[config.mk]
export PLATFORM = sky130hd
export DESIGN_NAME = cnn_frame_sequencer
export DESIGN_NICKNAME = d
export VERILOG_FILES = /design/src/rtl/cnn_frame_sequencer.sv
export SDC_FILE = /design/constraint.sdc
export NUM_CORES = 1
export LEC_CHECK = 0
export BUFFER_PORTS_ARGS = -buffer_cell sky130_fd_sc_hd__buf_2
export CORE_MARGIN = 1
export CORE_UTILIZATION = 40
export CTS_BUF_LIST = sky130_fd_sc_hd__clkbuf_8
export DETAILED_ROUTE_END_ITERATION = 16
export HOLD_SLACK_MARGIN = 0.05
export PLACE_DENSITY = 0.6
export SETUP_SLACK_MARGIN = 0.1
export SYNTH_ARGS = -nofsm -noshare
export SYNTH_HDL_FRONTEND = slang
export SYNTH_HIERARCHICAL = 1
export SYNTH_SLANG_ARGS = --single-unit
[constraint.sdc]
create_clock -name clk -period 7.5 [get_ports clk]
set_input_delay 1.875 -clock clk [delete_from_list [all_inputs] [get_ports clk]]
set_output_delay 1.875 -clock clk [all_outputs]
set_load 0.1 [all_outputs]
[src/rtl/cnn_frame_sequencer.sv]
// Frame-level controller for the CNN pipeline: sequences feature extractor, flatten buffer
// and FC layer, gathers NUM_OUT FC beats and reports the signed argmax with a valid/ready hold.

module cnn_frame_lane #(
    parameter int W = 48
) (
    input  logic         clk,
    input  logic         rst,
    input  logic         clr,
    input  logic         we,
    input  logic [W-1:0] d,
    output logic [W-1:0] q
);
    always_ff @(posedge clk or posedge rst) begin
        if (rst)      q <= '0;
        else if (clr) q <= '0;
        else if (we)  q <= d;
    end
endmodule

module cnn_frame_sequencer #(
    parameter int RESULT_W    = 48,
    parameter int NUM_OUT     = 4,
    parameter int TIMEOUT_CYC = 4096,
    parameter int CNT_W       = 16,
    localparam int IDX_W      = $clog2(NUM_OUT)
) (
    input  logic                         clk,
    input  logic                         rst,
    input  logic                         start,
    input  logic                         abort,
    input  logic                         fe_done,
    input  logic                         buf_full,
    input  logic                         fc_valid,
    input  logic [RESULT_W-1:0]          fc_data,
    input  logic                         res_ready,
    output logic                         fe_start,
    output logic                         fc_start,
    output logic                         res_valid,
    output logic [NUM_OUT*RESULT_W-1:0]  res_data,
    output logic [IDX_W-1:0]             res_argmax,
    output logic [RESULT_W-1:0]          res_max,
    output logic                         busy,
    output logic [1:0]                   err_flags,
    output logic [CNT_W-1:0]             frame_cnt,
    output logic [CNT_W-1:0]             drop_cnt
);
    localparam int WD_W = $clog2(TIMEOUT_CYC);

    typedef enum logic [2:0] {IDLE, CONV, WAIT_BUF, FC_START, FC_COLLECT, RESULT} state_t;

    state_t                             state;
    logic [WD_W-1:0]                    wd;
    logic [IDX_W-1:0]                   beat_cnt, run_idx, nxt_idx;
    logic signed [RESULT_W-1:0]         run_max, nxt_max;
    logic [NUM_OUT-1:0][RESULT_W-1:0]   lanes;
    logic beat_we, last_beat, new_max, wait_st, exit_cond, wd_exp, timeout;
    logic do_abort, b2b, lane_clr;

    assign do_abort  = abort && (state != IDLE);
    assign beat_we   = (state == FC_COLLECT) && fc_valid && !abort;
    assign last_beat = beat_we && (beat_cnt == IDX_W'(NUM_OUT - 1));
    // First beat seeds the running max so all-negative frames resolve correctly.
    assign new_max   = (beat_cnt == '0) || ($signed(fc_data) > run_max);
    assign nxt_max   = new_max ? $signed(fc_data) : run_max;
    assign nxt_idx   = new_max ? beat_cnt : run_idx;

    assign wait_st   = (state == CONV) || (state == WAIT_BUF) || (state == FC_COLLECT);
    assign exit_cond = ((state == CONV) && fe_done) || ((state == WAIT_BUF) && buf_full) || last_beat;
    assign wd_exp    = (wd == WD_W'(TIMEOUT_CYC - 1));
    assign timeout   = wait_st && !exit_cond && wd_exp;
    assign b2b       = (state == RESULT) && res_ready && start && !abort;
    assign lane_clr  = (state == FC_START) || do_abort;

    assign busy      = (state != IDLE);
    assign res_data  = lanes;

    for (genvar k = 0; k < NUM_OUT; k++) begin : g_lane
        cnn_frame_lane #(.W(RESULT_W)) u_lane (
            .clk (clk),
            .rst (rst),
            .clr (lane_clr),
            .we  (beat_we && (beat_cnt == IDX_W'(k))),
            .d   (fc_data),
            .q   (lanes[k])
        );
    end

    // Watchdog restarts on every state change and only runs in the waiting states.
    always_ff @(posedge clk or posedge rst) begin
        if (rst) wd <= '0;
        else if (wait_st && !exit_cond && !do_abort && !wd_exp) wd <= wd + 1'b1;
        else wd <= '0;
    end

    always_ff @(posedge clk or posedge rst) begin
        if (rst) begin
            drop_cnt <= '0;
        end else if (start && (state != IDLE) && !b2b && (drop_cnt != '1)) begin
            drop_cnt <= drop_cnt + 1'b1;
        end
    end

    always_ff @(posedge clk or posedge rst) begin
        if (rst) begin
            state      <= IDLE;
            fe_start   <= 1'b0;
            fc_start   <= 1'b0;
            res_valid  <= 1'b0;
            res_argmax <= '0;
            res_max    <= '0;
            err_flags  <= 2'b00;
            frame_cnt  <= '0;
            beat_cnt   <= '0;
            run_idx    <= '0;
            run_max    <= '0;
        end else begin
            fe_start <= 1'b0;
            fc_start <= 1'b0;
            if (do_abort) begin
                state        <= IDLE;
                res_valid    <= 1'b0;
                err_flags[1] <= 1'b1;
            end else if (timeout) begin
                state        <= IDLE;
                err_flags[0] <= 1'b1;
            end else begin
                case (state)
                    IDLE: if (start) begin
                        state     <= CONV;
                        fe_start  <= 1'b1;
                        err_flags <= 2'b00;
                    end
                    CONV:     if (fe_done) state <= WAIT_BUF;
                    WAIT_BUF: if (buf_full) begin
                        state    <= FC_START;
                        fc_start <= 1'b1;
                    end
                    FC_START: begin
                        state    <= FC_COLLECT;
                        beat_cnt <= '0;
                        run_idx  <= '0;
                        run_max  <= '0;
                    end
                    FC_COLLECT: if (beat_we) begin
                        beat_cnt <= beat_cnt + 1'b1;
                        run_idx  <= nxt_idx;
                        run_max  <= nxt_max;
                        if (last_beat) begin
                            state      <= RESULT;
                            res_valid  <= 1'b1;
                            res_argmax <= nxt_idx;
                            res_max    <= nxt_max;
                            frame_cnt  <= frame_cnt + 1'b1;
                        end
                    end
                    RESULT: if (res_ready) begin
                        res_valid <= 1'b0;
                        if (start) begin
                            state     <= CONV;
                            fe_start  <= 1'b1;
                            err_flags <= 2'b00;
                        end else begin
                            state <= IDLE;
                        end
                    end
                    default: state <= IDLE;
                endcase
            end
        end
    end
endmodule

==> metrics.txt <==
# TYPE chip_impl_metric gauge
chip_impl_info{name="worstSetupEndpointType",value="register"} 1
chip_impl_metric{name="number_of_global_route_vias_before_repair",unit=""} 11620
chip_impl_metric{name="postCtsHoldBufs",unit=""} 0
chip_impl_metric{name="grt_first_pass_wirelength",unit="mm"} 67.62
chip_impl_metric{name="routed-via-count",unit=""} 11590
chip_impl_metric{name="synth.ff_latch_count",unit=""} 346
chip_impl_metric{name="cts_resized",unit=""} 0
chip_impl_metric{name="worst_r2r_path_depth",unit=""} 11
chip_impl_metric{name="drc",unit=""} 0
chip_impl_metric{name="timing.final.hold_violations",unit=""} 0
chip_impl_info{name="synthDominantAreaCellType",value="sky130_fd_sc_hd__dfrtp_1"} 1
chip_impl_metric{name="final_layout_size_suffix_gt1_share",unit="%"} 26.50
chip_impl_metric{name="fin_worst_hold_slack",unit="ns"} 0.4856
chip_impl_metric{name="cts_buffers",unit=""} 58
chip_impl_metric{name="floorplan.core_area",unit="sq um"} 39640
chip_impl_info{name="post_synth_most_frequent_cells",value="sky130_fd_sc_hd__dfrtp_1, sky130_fd_sc_hd__nor2_1, sky130_fd_sc_hd__mux2i_1"} 1
chip_impl_metric{name="worst_ep_required_time",unit="ns"} 8.01
chip_impl_metric{name="clkLatencyLatePin",unit="ns"} 0.65
chip_impl_info{name="synth.most_common_cell",value="sky130_fd_sc_hd__dfrtp_1"} 1
chip_impl_metric{name="synth.avg_cell_area",unit="sq um"} 11.15
chip_impl_info{name="ys.flop_type",value="sky130_fd_sc_hd__dfrtp_1"} 1
chip_impl_info{name="rsz0062_at_grt",value="false"} 1
chip_impl_metric{name="route.antenna.remaining_nets",unit=""} 0
chip_impl_info{name="synth.area.top_cells",value="sky130_fd_sc_hd__dfrtp_1, sky130_fd_sc_hd__mux2i_1, sky130_fd_sc_hd__nor2_1"} 1
chip_impl_metric{name="fmaxAchievable",unit="GHz"} 0.1917
chip_impl_metric{name="synth.distinct_cells",unit=""} 50
chip_impl_info{name="crit_type",value="in2reg"} 1
chip_impl_metric{name="post-cts-setup-buffers",unit=""} 0
chip_impl_metric{name="syn2layout_area_growth",unit="%"} 18.22
chip_impl_metric{name="detail_route.wirelength",unit="mm"} 42.61
chip_impl_metric{name="finalPower",unit="W"} 0.005674
chip_impl_metric{name="tns",unit="ns"} 0
chip_impl_metric{name="n_antenna_cell",unit=""} 0
chip_impl_info{name="worstHoldPathType",value="reg2reg"} 1
chip_impl_metric{name="syn-instance-count",unit=""} 1440
chip_impl_metric{name="top_level_ports",unit=""} 336
chip_impl_metric{name="vdd_drop_max",unit="uV"} 319.4
chip_impl_metric{name="synth.cell_area",unit="sq um"} 16060
chip_impl_metric{name="dr.pass1.iters",unit=""} 5
chip_impl_metric{name="nNetsFinal",unit=""} 1880
chip_impl_metric{name="yosys_warnings",unit=""} 6
chip_impl_metric{name="min_period",unit="ns"} 5.217
chip_impl_metric{name="drv_cap",unit=""} 0
chip_impl_metric{name="cts-htree-levels",unit=""} 2
chip_impl_metric{name="clock_sink_count",unit=""} 346
chip_impl_metric{name="finalSetupViolations",unit=""} 0
chip_impl_metric{name="hpwl",unit="mm"} 28.75
chip_impl_info{name="launch_point_of_the_worst_path",value="fc_data[30]"} 1
chip_impl_info{name="cts_root_buf",value="sky130_fd_sc_hd__clkbuf_8"} 1
chip_impl_metric{name="clkSlewWorstSetupHoldPaths",unit="ns"} 0.06
chip_impl_metric{name="grt.overflow.total",unit=""} 0
chip_impl_metric{name="die-width",unit="um"} 202.4
chip_impl_metric{name="fin_skew",unit="ns"} 0.03496
chip_impl_info{name="reg2reg_from",value="run_max[30]"} 1
chip_impl_metric{name="rrSetupSlack",unit="ns"} 3.32
chip_impl_info{name="clock_tree_from_tritoncts",value="built"} 1
chip_impl_metric{name="die_outline_height",unit="um"} 202.4
chip_impl_metric{name="period_utilization",unit="%"} 69.56
chip_impl_metric{name="groute.usage.overall",unit="%"} 20.98
chip_impl_metric{name="cp_max_fo",unit=""} 28
chip_impl_metric{name="maxSlewViolCount",unit=""} 0
chip_impl_metric{name="synth_top_cell_area_share",unit="%"} 53.92
chip_impl_metric{name="avgViaCountPerCell",unit=""} 4.975
chip_impl_metric{name="drt-initial-drc-count",unit=""} 583
chip_impl_metric{name="initial_cell_density_of_the_core",unit="%"} 40.51
chip_impl_metric{name="postSynth.asyncResetShare",unit="%"} 100.0
chip_impl_metric{name="std_cell_rows",unit=""} 73
chip_impl_metric{name="tightest_slew",unit="ns"} 1.263
chip_impl_metric{name="cts-root-to-sink-buffers",unit=""} 3
chip_impl_metric{name="die-area",unit="sq um"} 40950
chip_impl_metric{name="buffer_ports.inserted",unit=""} 335
chip_impl_metric{name="critPathArrivalTime",unit="ns"} 5.72
chip_impl_info{name="cp-start-kind",value="input port"} 1
chip_impl_metric{name="grt_antenna_before_repair",unit=""} 0
chip_impl_metric{name="pwr_density_cell",unit="nW/um^2"} 298.9
chip_impl_metric{name="synth_seq_area_share",unit="%"} 53.92
chip_impl_metric{name="wl_per_cell",unit="um"} 18.30
chip_impl_metric{name="gp_congestion",unit=""} 0.8087
chip_impl_metric{name="grt_start_max_net_pins",unit=""} 193
chip_impl_info{name="crit_path_end",value="run_max[29]"} 1
chip_impl_metric{name="synth-edff-count",unit=""} 0
chip_impl_metric{name="fillers",unit=""} 3742
chip_impl_metric{name="slew-limit-headroom",unit="%"} 15.57
chip_impl_metric{name="p_leak",unit="nW"} 9.743
chip_impl_info{name="outcome",value="complete, no violations"} 1
chip_impl_info{name="timing.rr.end",value="run_max[29]"} 1
chip_impl_metric{name="synthesis.nets",unit=""} 1551
==> final cells by class <==
type | count | area, sq um | area share (%)
Sequential cell | 346 | 8658 | 45.61
Multi-Input combinational cell | 951 | 6583 | 34.68
Timing Repair Buffer | 346 | 1772 | 9.333
Clock buffer | 69 | 949.7 | 5.003
Tap cell | 525 | 656.9 | 3.460
Inverter | 66 | 257.7 | 1.358
Clock inverter | 26 | 106.4 | 0.5602
==> cell families (layout without fill, tap and decap cells) <==
kind of cell	Yosys count	in the layout	synth area share, %
simple gates	450	450	11.67
compound gates	111	111	3.904
fa+ha+maj	56	56	4.348
xor+xnor	40	40	2.182
mux	294	294	18.70
flops	346	346	53.92
buf+inv	143	507	5.275
==> cells in the final DEF, fill, tap and decap left out, types with 2 or more instances in the layout <==
cell | Yosys | routed
sky130_fd_sc_hd__or2_2 | 3 | 3
sky130_fd_sc_hd__inv_2 | 0 | 4
sky130_fd_sc_hd__clkinv_2 | 0 | 4
sky130_fd_sc_hd__nand4_1 | 17 | 17
sky130_fd_sc_hd__o21ai_0 | 13 | 13
sky130_fd_sc_hd__a221oi_1 | 4 | 4
sky130_fd_sc_hd__a21o_1 | 4 | 4
sky130_fd_sc_hd__mux2_2 | 42 | 42
sky130_fd_sc_hd__or4_1 | 3 | 3
sky130_fd_sc_hd__xnor2_1 | 26 | 26
sky130_fd_sc_hd__nand3_1 | 19 | 19
sky130_fd_sc_hd__and2_4 | 0 | 3
sky130_fd_sc_hd__clkbuf_8 | 0 | 69
sky130_fd_sc_hd__nor2_1 | 326 | 325
sky130_fd_sc_hd__inv_1 | 66 | 81
sky130_fd_sc_hd__or3_1 | 3 | 3
sky130_fd_sc_hd__nor4_1 | 2 | 2
sky130_fd_sc_hd__a21oi_1 | 75 | 75
sky130_fd_sc_hd__nor3_1 | 8 | 8
sky130_fd_sc_hd__and3_1 | 7 | 7
sky130_fd_sc_hd__buf_4 | 8 | 10
sky130_fd_sc_hd__nor2b_1 | 4 | 4
sky130_fd_sc_hd__inv_6 | 0 | 2
sky130_fd_sc_hd__mux2i_1 | 246 | 246
sky130_fd_sc_hd__ha_1 | 55 | 55
sky130_fd_sc_hd__mux2_1 | 6 | 6
sky130_fd_sc_hd__nand2_1 | 47 | 46
sky130_fd_sc_hd__and4_1 | 2 | 2
sky130_fd_sc_hd__xor2_1 | 14 | 14
sky130_fd_sc_hd__buf_2 | 14 | 335
sky130_fd_sc_hd__dfrtp_1 | 346 | 346
==> metrics by stage <==
step	cells	cell area [sq um]	setup slack, ns	util (%)
final	2329	18980	2.283	47.89
after CTS	2329	18980	2.334	47.89
after global routing	2329	18980	2.068	47.89
after global placement	2234	17930	1.705	45.22
after detailed placement	2234	17930	1.648	45.22
after floorplan	1440	16060	1.475	-
==> per-layer routing <==
layer  vias up  GRT usage, %  routed length, um
li1       5502             -                  -
met1      5710         27.94              18960
met2       311         33.26              19920
met3        63         6.224               2856
met4         0         5.532                870
met5         -             0                  0
==> power by group <==
group	switching (W)	internal (W)
logic	0.00135	0.000558
registers	0.000129	0.00206
clock network	0.000761	0.000819
total	0.00224	0.00343
==> state kept, by name, indices dropped and copies added, names as in the netlist, 2 cells and up <==
name             count
beat_cnt             2
frame_cnt           16
err_flags            2
drop_cnt            16
run_max             48
state                3
g_lane.u_lane/q    192
res_argmax           2
res_max             48
run_idx              2
wd                  12
==> worst min path at each step <==
stage	start	end	slack, ns	cells past startpoint
final	frame_cnt[15]	frame_cnt[15]	0.49	1
after CTS	frame_cnt[4]	frame_cnt[4]	0.49	1
after global routing	drop_cnt[5]	drop_cnt[5]	0.50	1
after floorplan	wd[0]	wd[0]	0.46	1
after detailed placement	frame_cnt[4]	frame_cnt[4]	0.48	1
after global placement	frame_cnt[15]	frame_cnt[15]	0.47	1
==> worst max-delay path, cell delays in order <==
cell and delay (ns):
sky130_fd_sc_hd__buf_2 0.17, sky130_fd_sc_hd__ha_1 0.35, sky130_fd_sc_hd__nand4_1 0.18, sky130_fd_sc_hd__nor4_1 0.74
sky130_fd_sc_hd__a31oi_1 0.22, sky130_fd_sc_hd__a31o_1 0.23, sky130_fd_sc_hd__or4_1 0.48, sky130_fd_sc_hd__o21a_4 0.15
sky130_fd_sc_hd__nor3_4 0.45, sky130_fd_sc_hd__buf_4 0.47, sky130_fd_sc_hd__mux2_2 0.38
Power figures use the tool's default switching activity.
